`src/rtl/cart_checkout_ctrl.sv`:
```
// -----------------------------------------------------------------------------
// cart_checkout_ctrl
//   Session controller for the shopping-cart billing datapath. Captures
//   product-button presses, shares the single price adder between the three
//   products with a round-robin arbiter, sequences the pay/cancel flow and
//   holds the running 8-bit bill.
//
// Ports
//   Clk        in   system clock, all state on rising edge
//   Rst        in   asynchronous active-low reset
//   P1..P3     in   debounced product button levels
//   Pay        in   debounced pay button level
//   Cancel     in   debounced cancel-cart button level
//   Bill       out  [7:0] running bill total (saturates at 255)
//   Item       out  [1:0] product being added (1..3), 0 outside ADD
//   Add_pulse  out  one cycle per price addition
//   Busy       out  requests pending or an add in flight
//   Paid       out  high throughout the PAID hold
//   Overflow   out  sticky: bill saturated during this session
//
// state | meaning
// ------+---------------------------------------------------------------
// IDLE  | empty cart, Bill=0, Pay ignored
// SHOP  | cart has items, waiting for more items or a payment
// ADD   | one-cycle price addition for the granted product
// PAID  | payment taken, Bill frozen for HOLD_CYC cycles
// -----------------------------------------------------------------------------
module cart_checkout_ctrl #(
  parameter logic [7:0]  PRICE1   = 8'd10,
  parameter logic [7:0]  PRICE2   = 8'd20,
  parameter logic [7:0]  PRICE3   = 8'd50,
  parameter int unsigned HOLD_CYC = 8
) (
  input  logic       Clk,
  input  logic       Rst,
  input  logic       P1,
  input  logic       P2,
  input  logic       P3,
  input  logic       Pay,
  input  logic       Cancel,
  output logic [7:0] Bill,
  output logic [1:0] Item,
  output logic       Add_pulse,
  output logic       Busy,
  output logic       Paid,
  output logic       Overflow
);

  localparam int unsigned CNT_W = (HOLD_CYC > 1) ? $clog2(HOLD_CYC) : 1;
  localparam logic [CNT_W-1:0] CNT_LOAD = CNT_W'(HOLD_CYC - 1);

  typedef enum logic [1:0] {
    ST_IDLE = 2'd0,
    ST_SHOP = 2'd1,
    ST_ADD  = 2'd2,
    ST_PAID = 2'd3
  } state_t;

  // Button bit order in btn_*: {Cancel, Pay, P3, P2, P1}
  localparam int B_PAY    = 3;
  localparam int B_CANCEL = 4;

  state_t           state_q, state_d;
  logic [2:0]       pending_q, pending_d;   // bit0 = P1
  logic             pay_req_q, pay_req_d;
  logic [1:0]       rr_q, rr_d;             // 0..2 = P1..P3
  logic [1:0]       grant_q, grant_d;       // product in flight during ADD
  logic [4:0]       btn_q, btn_d;
  logic [7:0]       bill_q, bill_d;
  logic             ovf_q, ovf_d;
  logic [CNT_W-1:0] cnt_q, cnt_d;
  logic [1:0]       item_q, item_d;
  logic             add_pulse_q, add_pulse_d;
  logic             busy_q, busy_d;
  logic             paid_q, paid_d;

  logic [4:0] rise;
  logic [2:0] pend_set;
  logic [2:0] pend_after;
  logic [1:0] rr_after;
  logic [2:0] pick;
  logic [8:0] sum;

  function automatic logic [7:0] price_of(input logic [1:0] idx);
    case (idx)
      2'd0:    price_of = PRICE1;
      2'd1:    price_of = PRICE2;
      default: price_of = PRICE3;
    endcase
  endfunction

  function automatic logic [1:0] ptr_after(input logic [1:0] g);
    ptr_after = (g == 2'd2) ? 2'd0 : g + 2'd1;
  endfunction

  // Returns {valid, index}. Scans from the lowest priority upwards so the
  // candidate closest to the pointer is the one left standing.
  function automatic logic [2:0] rr_pick(input logic [2:0] req, input logic [1:0] ptr);
    logic [2:0] res;
    logic [1:0] idx;
    int         s;
    res = 3'b000;
    for (int k = 2; k >= 0; k--) begin
      s = int'(ptr) + k;
      if (s >= 3) s = s - 3;
      idx = s[1:0];
      if (req[idx]) res = {1'b1, idx};
    end
    return res;
  endfunction

  always_comb begin
    btn_d     = {Cancel, Pay, P3, P2, P1};
    rise      = btn_d & ~btn_q;

    state_d   = state_q;
    pending_d = pending_q;
    pay_req_d = pay_req_q;
    rr_d      = rr_q;
    grant_d   = grant_q;
    bill_d    = bill_q;
    ovf_d     = ovf_q;
    cnt_d     = cnt_q;

    pend_set   = pending_q | rise[2:0];
    pend_after = pend_set;
    rr_after   = rr_q;
    sum        = {1'b0, bill_q} + {1'b0, price_of(grant_q)};

    // The add in flight retires at this edge, so the next grant is chosen
    // from what remains with the already-advanced pointer.
    if (state_q == ST_ADD) begin
      pend_after = pend_set & ~(3'b001 << grant_q);
      rr_after   = ptr_after(grant_q);
    end
    pick = rr_pick(pend_after, rr_after);

    if (state_q != ST_PAID && rise[B_CANCEL]) begin
      state_d   = ST_IDLE;
      bill_d    = 8'd0;
      ovf_d     = 1'b0;
      pending_d = 3'b000;
      pay_req_d = 1'b0;
    end else begin
      case (state_q)
        ST_IDLE: begin
          pending_d = pend_set;
          pay_req_d = 1'b0;
          if (pick[2]) begin
            state_d = ST_ADD;
            grant_d = pick[1:0];
          end
        end
        ST_SHOP: begin
          pending_d = pend_set;
          pay_req_d = pay_req_q | rise[B_PAY];
          if (pick[2]) begin
            state_d = ST_ADD;
            grant_d = pick[1:0];
          end else if (pay_req_d && bill_q != 8'd0) begin
            state_d   = ST_PAID;
            pay_req_d = 1'b0;
            cnt_d     = CNT_LOAD;
          end
        end
        ST_ADD: begin
          bill_d    = sum[8] ? 8'hFF : sum[7:0];
          ovf_d     = ovf_q | sum[8];
          pending_d = pend_after;
          rr_d      = rr_after;
          pay_req_d = pay_req_q | rise[B_PAY];
          if (pick[2]) begin
            grant_d = pick[1:0];
          end else begin
            state_d = ST_SHOP;
          end
        end
        ST_PAID: begin
          pending_d = 3'b000;
          pay_req_d = 1'b0;
          if (cnt_q == '0) begin
            state_d = ST_IDLE;
            bill_d  = 8'd0;
            ovf_d   = 1'b0;
          end else begin
            cnt_d = cnt_q - CNT_W'(1);
          end
        end
        default: begin
          state_d   = ST_IDLE;
          bill_d    = 8'd0;
          ovf_d     = 1'b0;
          pending_d = 3'b000;
          pay_req_d = 1'b0;
        end
      endcase
    end

    add_pulse_d = (state_d == ST_ADD);
    item_d      = add_pulse_d ? grant_d + 2'd1 : 2'd0;
    busy_d      = (pending_d != 3'b000) | add_pulse_d;
    paid_d      = (state_d == ST_PAID);
  end

  always_ff @(posedge Clk or negedge Rst) begin
    if (!Rst) begin
      state_q     <= ST_IDLE;
      pending_q   <= 3'b000;
      pay_req_q   <= 1'b0;
      rr_q        <= 2'd0;
      grant_q     <= 2'd0;
      btn_q       <= 5'b00000;
      bill_q      <= 8'd0;
      ovf_q       <= 1'b0;
      cnt_q       <= '0;
      item_q      <= 2'd0;
      add_pulse_q <= 1'b0;
      busy_q      <= 1'b0;
      paid_q      <= 1'b0;
    end else begin
      state_q     <= state_d;
      pending_q   <= pending_d;
      pay_req_q   <= pay_req_d;
      rr_q        <= rr_d;
      grant_q     <= grant_d;
      btn_q       <= btn_d;
      bill_q      <= bill_d;
      ovf_q       <= ovf_d;
      cnt_q       <= cnt_d;
      item_q      <= item_d;
      add_pulse_q <= add_pulse_d;
      busy_q      <= busy_d;
      paid_q      <= paid_d;
    end
  end

  assign Bill      = bill_q;
  assign Item      = item_q;
  assign Add_pulse = add_pulse_q;
  assign Busy      = busy_q;
  assign Paid      = paid_q;
  assign Overflow  = ovf_q;

endmodule

```
`config.mk`:
```
export PLATFORM = sky130hd
export DESIGN_NAME = cart_checkout_ctrl
export DESIGN_NICKNAME = d
export VERILOG_FILES = /design/src/rtl/cart_checkout_ctrl.sv
export SDC_FILE = /design/constraint.sdc
export NUM_CORES = 1
export LEC_CHECK = 0
export CAP_MARGIN = 10
export CORE_MARGIN = 2
export CORE_UTILIZATION = 25
export CTS_BUF_LIST = sky130_fd_sc_hd__clkbuf_4 sky130_fd_sc_hd__clkbuf_8 sky130_fd_sc_hd__clkbuf_16
export DETAILED_ROUTE_END_ITERATION = 7
export PLACE_DENSITY = 0.41
export SETUP_SLACK_MARGIN = 0.05
export SYNTH_ARGS = -nofsm -noshare
export SYNTH_HDL_FRONTEND = slang
export SYNTH_SLANG_ARGS = --single-unit
export TNS_END_PERCENT = 30
```
`constraint.sdc`:
```
create_clock -name Clk -period 2.9 [get_ports Clk]
set_clock_uncertainty 0.05 [all_clocks]
set_input_delay 0.58 -clock Clk [delete_from_list [all_inputs] [get_ports Clk]]
set_output_delay 0.58 -clock Clk [all_outputs]
set_load 0.03 [all_outputs]
```
==> flow_metrics.py <==
metrics = {
    "die": {
        "dieHeight_um": 88.8,
        "die_w_um": 88.8,
        "coreArea_mm2": 0.00687,
        "ios": 21,
        "start_util_pct": 26.2,
        "dieArea_mm2": 0.00788,
        "core.rowCount": 30,
    },
    "final_layout": {
        "synthToLayoutAreaGrowth_pct": 30.7,
        "n_antenna_cell": 0,
        "finish.instance_area_mm2": 0.00235,
        "n_fill_cell": 716,
        "fin_nets": 237,
        "drive_gt1_share_pct": 18.7,
    },
    "drt": {
        "drt_iter0_drc": 54,
        "wl_per_cell_um": 13.6,
        "wirelength_um": 4280,
        "vias_per_cell": 4.56,
        "first_pass_iters": 2,
        "vias": 1436,
        "drc_errors": 0,
        "ant_nets": 0,
    },
    "timing": {
        "finalCritPeriodShare_pct": 93.1,
        "timing.final.crit_period_ps": 2700,
        "slew_violations": 0,
        "grt_setup_unrepaired": "no",
        "hold_violations": 0,
        "maxSlewHeadroom_pct": 56.2,
        "setup_viol": 0,
        "worst_pin_slew_ps": 657,
        "finalWorstSetupSlack_ps": 200,
        "fin_setup_tns_ps": 0,
        "max_freq_mhz": 370,
    },
    "logic_synthesis": {
        "synth_common_cells": "dfrtp_1 (32), inv_1 (19), a21oi_1 (13), nor2_1 (12)",
        "synth_seq_cells": 32,
        "yosys_warnings": 0,
        "ys_top_cells_by_area": "dfrtp_1 (45%), ha_1 (7.0%), inv_1 (4.0%), a21oi_1 (3.6%), nor2b_1 (3.5%)",
        "synth_area_mm2": 0.00180,
        "synth_nets": 200,
        "netlist.area_leader.share_pct": 44.6,
        "synth.distinct_cells": 41,
        "syn_area_per_cell_um2": 9.87,
        "synth.most_common_cell": "dfrtp_1",
        "async_reset_ff_share_pct": 100,
        "yosys.area.top_type": "dfrtp_1",
        "yosysSeqAreaShare_pct": 44.6,
        "synth_ff_type": "dfrtp_1",
        "netlist_instances": 182,
        "synth_edf_count": 0,
    },
    "critical_path": {
        "r2r_setup_slack_ps": 200,
        "r2r_cells": 11,
        "start_kind": "flop",
        "reg2reg_from": "state_q[0]",
        "r2r-end": "Paid",
        "critPathArrivalTime_ps": 2860,
        "crit_fanout": 9,
        "criticalPathCategory": "reg2reg",
        "required_ps": 3060,
        "worstSetupEndpointType": "flop",
    },
    "cts": {
        "cts_hold_buffers": 0,
        "root_buffer": "clkbuf_8",
        "clk_pin_slew_ps": 60,
        "cts_buffers": 5,
        "insertion_delay_ps": 280,
        "cts_buffer_depth": 2,
        "htree_levels": 2,
        "cts_tree": "built",
        "clock_sinks": 32,
    },
    "min_path": {
        "hp-start": "Overflow",
        "worstHoldPathType": "reg2reg",
        "hold_depth": 2,
        "holdPathEnd": "Overflow",
    },
    "power_and_ir_drop": {
        "p_per_area_mw_per_mm2": 1200,
        "p_leak_nw": 1.03,
        "ir_worst_vdd_mv": 0.480,
    },
    "grt": {
        "grt_usage_pct": 12.0,
        "grt_pass1_vias": 1425,
        "grt_use_met3_pct": 2.89,
        "grt_pass1_wl_um": 7270,
        "busiest_layer": "met2",
        "antenna_found_initial": 0,
        "overflow": 0,
        "grt_max_degree": 33,
        "met2_usage_pct": 17.9,
        "grt_util_met1_pct": 17.5,
    },
    "placed_design": {
        "placed_area_mm2": 0.00218,
        "gp_congestion": 0.773,
        "numPortBuffers": 20,
        "dp.final_hpwl_um": 3140,
        "pre_cts_ws_ps": 95.6,
    },
    "run_status": {
        "status": "completed",
    },
    "run": {
        "cap_violations": 0,
    },
}
## layer usage
metal  part of all wire (%)  wire length, um
met1                     51             2190
met2                     45             1930
met3                    3.3              142
met4                   0.44               19
met5                      0                0
## cells by family (layout without fill, tap and decap cells)
logic type | count (synthesis) | count (layout) | share of synthesized area, %
AOI/OAI and AO/OA | 59 | 59 | 23.1
xor gates and xnor gates | 2 | 2 | 0.975
adders and majority gates | 11 | 11 | 8.08
buffers and inverters | 25 | 62 | 5.29
DFF | 32 | 32 | 44.6
muxes | 6 | 6 | 3.55
and+or+nand+nor | 47 | 47 | 14.5
## timing repair
action | 4_1_cts | 5_1_grt
buffers inserted | 0 | 5
endpoints found under the hold margin | 0 | 0
resized for setup | 0 | 13
setup endpoints to repair | 0 | 10
## critical path, cell delays in order, from the launching register on
cell and delay, ps:
dfrtp_1 390, buf_4 150, nand2b_2 260, nor2_1 140, a21o_1 200, inv_1 70
ha_2 230, nor2b_2 180, a21oi_1 180, o221ai_2 170, or3b_4 470, a21boi_2 140
## report_power, final
| group | leakage, nW | switching [mW] | internal (mW) |
|---|---|---|---|
| Clock | 0.0445 | 0.156 | 0.172 |
| Sequential | 0.408 | 0.104 | 0.587 |
| Combinational | 0.574 | 0.945 | 0.852 |
## flip-flops by register name, indices dropped and copies added (netlist names)
signal	cells
cnt_q	3
Bill	8
btn_q	5
state_q	2
pay_req_q	1
Item	2
rr_q	2
Add_pulse	1
Paid	1
Overflow	1
grant_q	2
Busy	1
pending_q	3
## how the worst max path moves through the flow
stage                     startpoint  endpoint  slack [ps]  cells after the start
final                     state_q[0]      Paid         200                     11
after global routing      grant_q[0]  cnt_q[0]          70                      9
after CTS                 grant_q[0]  cnt_q[0]          80                      8
after detailed placement  grant_q[0]  cnt_q[0]         100                      8
after global placement    state_q[0]      Paid         160                     10
after floorplan           state_q[0]  cnt_q[0]         220                     10
## area by class of cell
| cell class | instances | area (um2) | share of cell area [%] |
|---|---|---|---|
| Sequential cell | 32 | 802 | 34.2 |
| Tap cell | 96 | 120 | 5.11 |
| Clock inverter | 1 | 5.00 | 0.213 |
| Clock buffer | 6 | 76.3 | 3.25 |
| Inverter | 19 | 71.3 | 3.04 |
| Timing Repair Buffer | 36 | 320 | 13.6 |
| Multi-Input combinational cell | 125 | 953 | 40.6 |
## stage by stage
| step | utilization, % | instances | total power [mW] | hold slack, ps |
|---|---|---|---|---|
| after CTS | 32.9 | 310 | 2.63 | 461 |
| after global placement | 31.7 | 303 | 2.31 | 449 |
| final | 34.2 | 315 | 2.82 | 455 |
| after global routing | 34.2 | 315 | 3.09 | 498 |
| after detailed placement | 31.7 | 303 | 2.28 | 445 |
| after floorplan | - | 182 | 1.81 | 234 |
## placed cells by master (no fill, tap or decap), types with 5 or more instances in the layout
master           instances
a211o_1                  5
nand2_1                  9
inv_1                   19
clkdlybuf4s50_1         20
dfrtp_1                 31
nor2b_1                  8
buf_4                   16
ha_1                     8
clkbuf_8                 5
a221o_1                  5
o21ai_0                  9
a21oi_1                 12
nor2_1                  12
(Power assumes the default switching activity.)
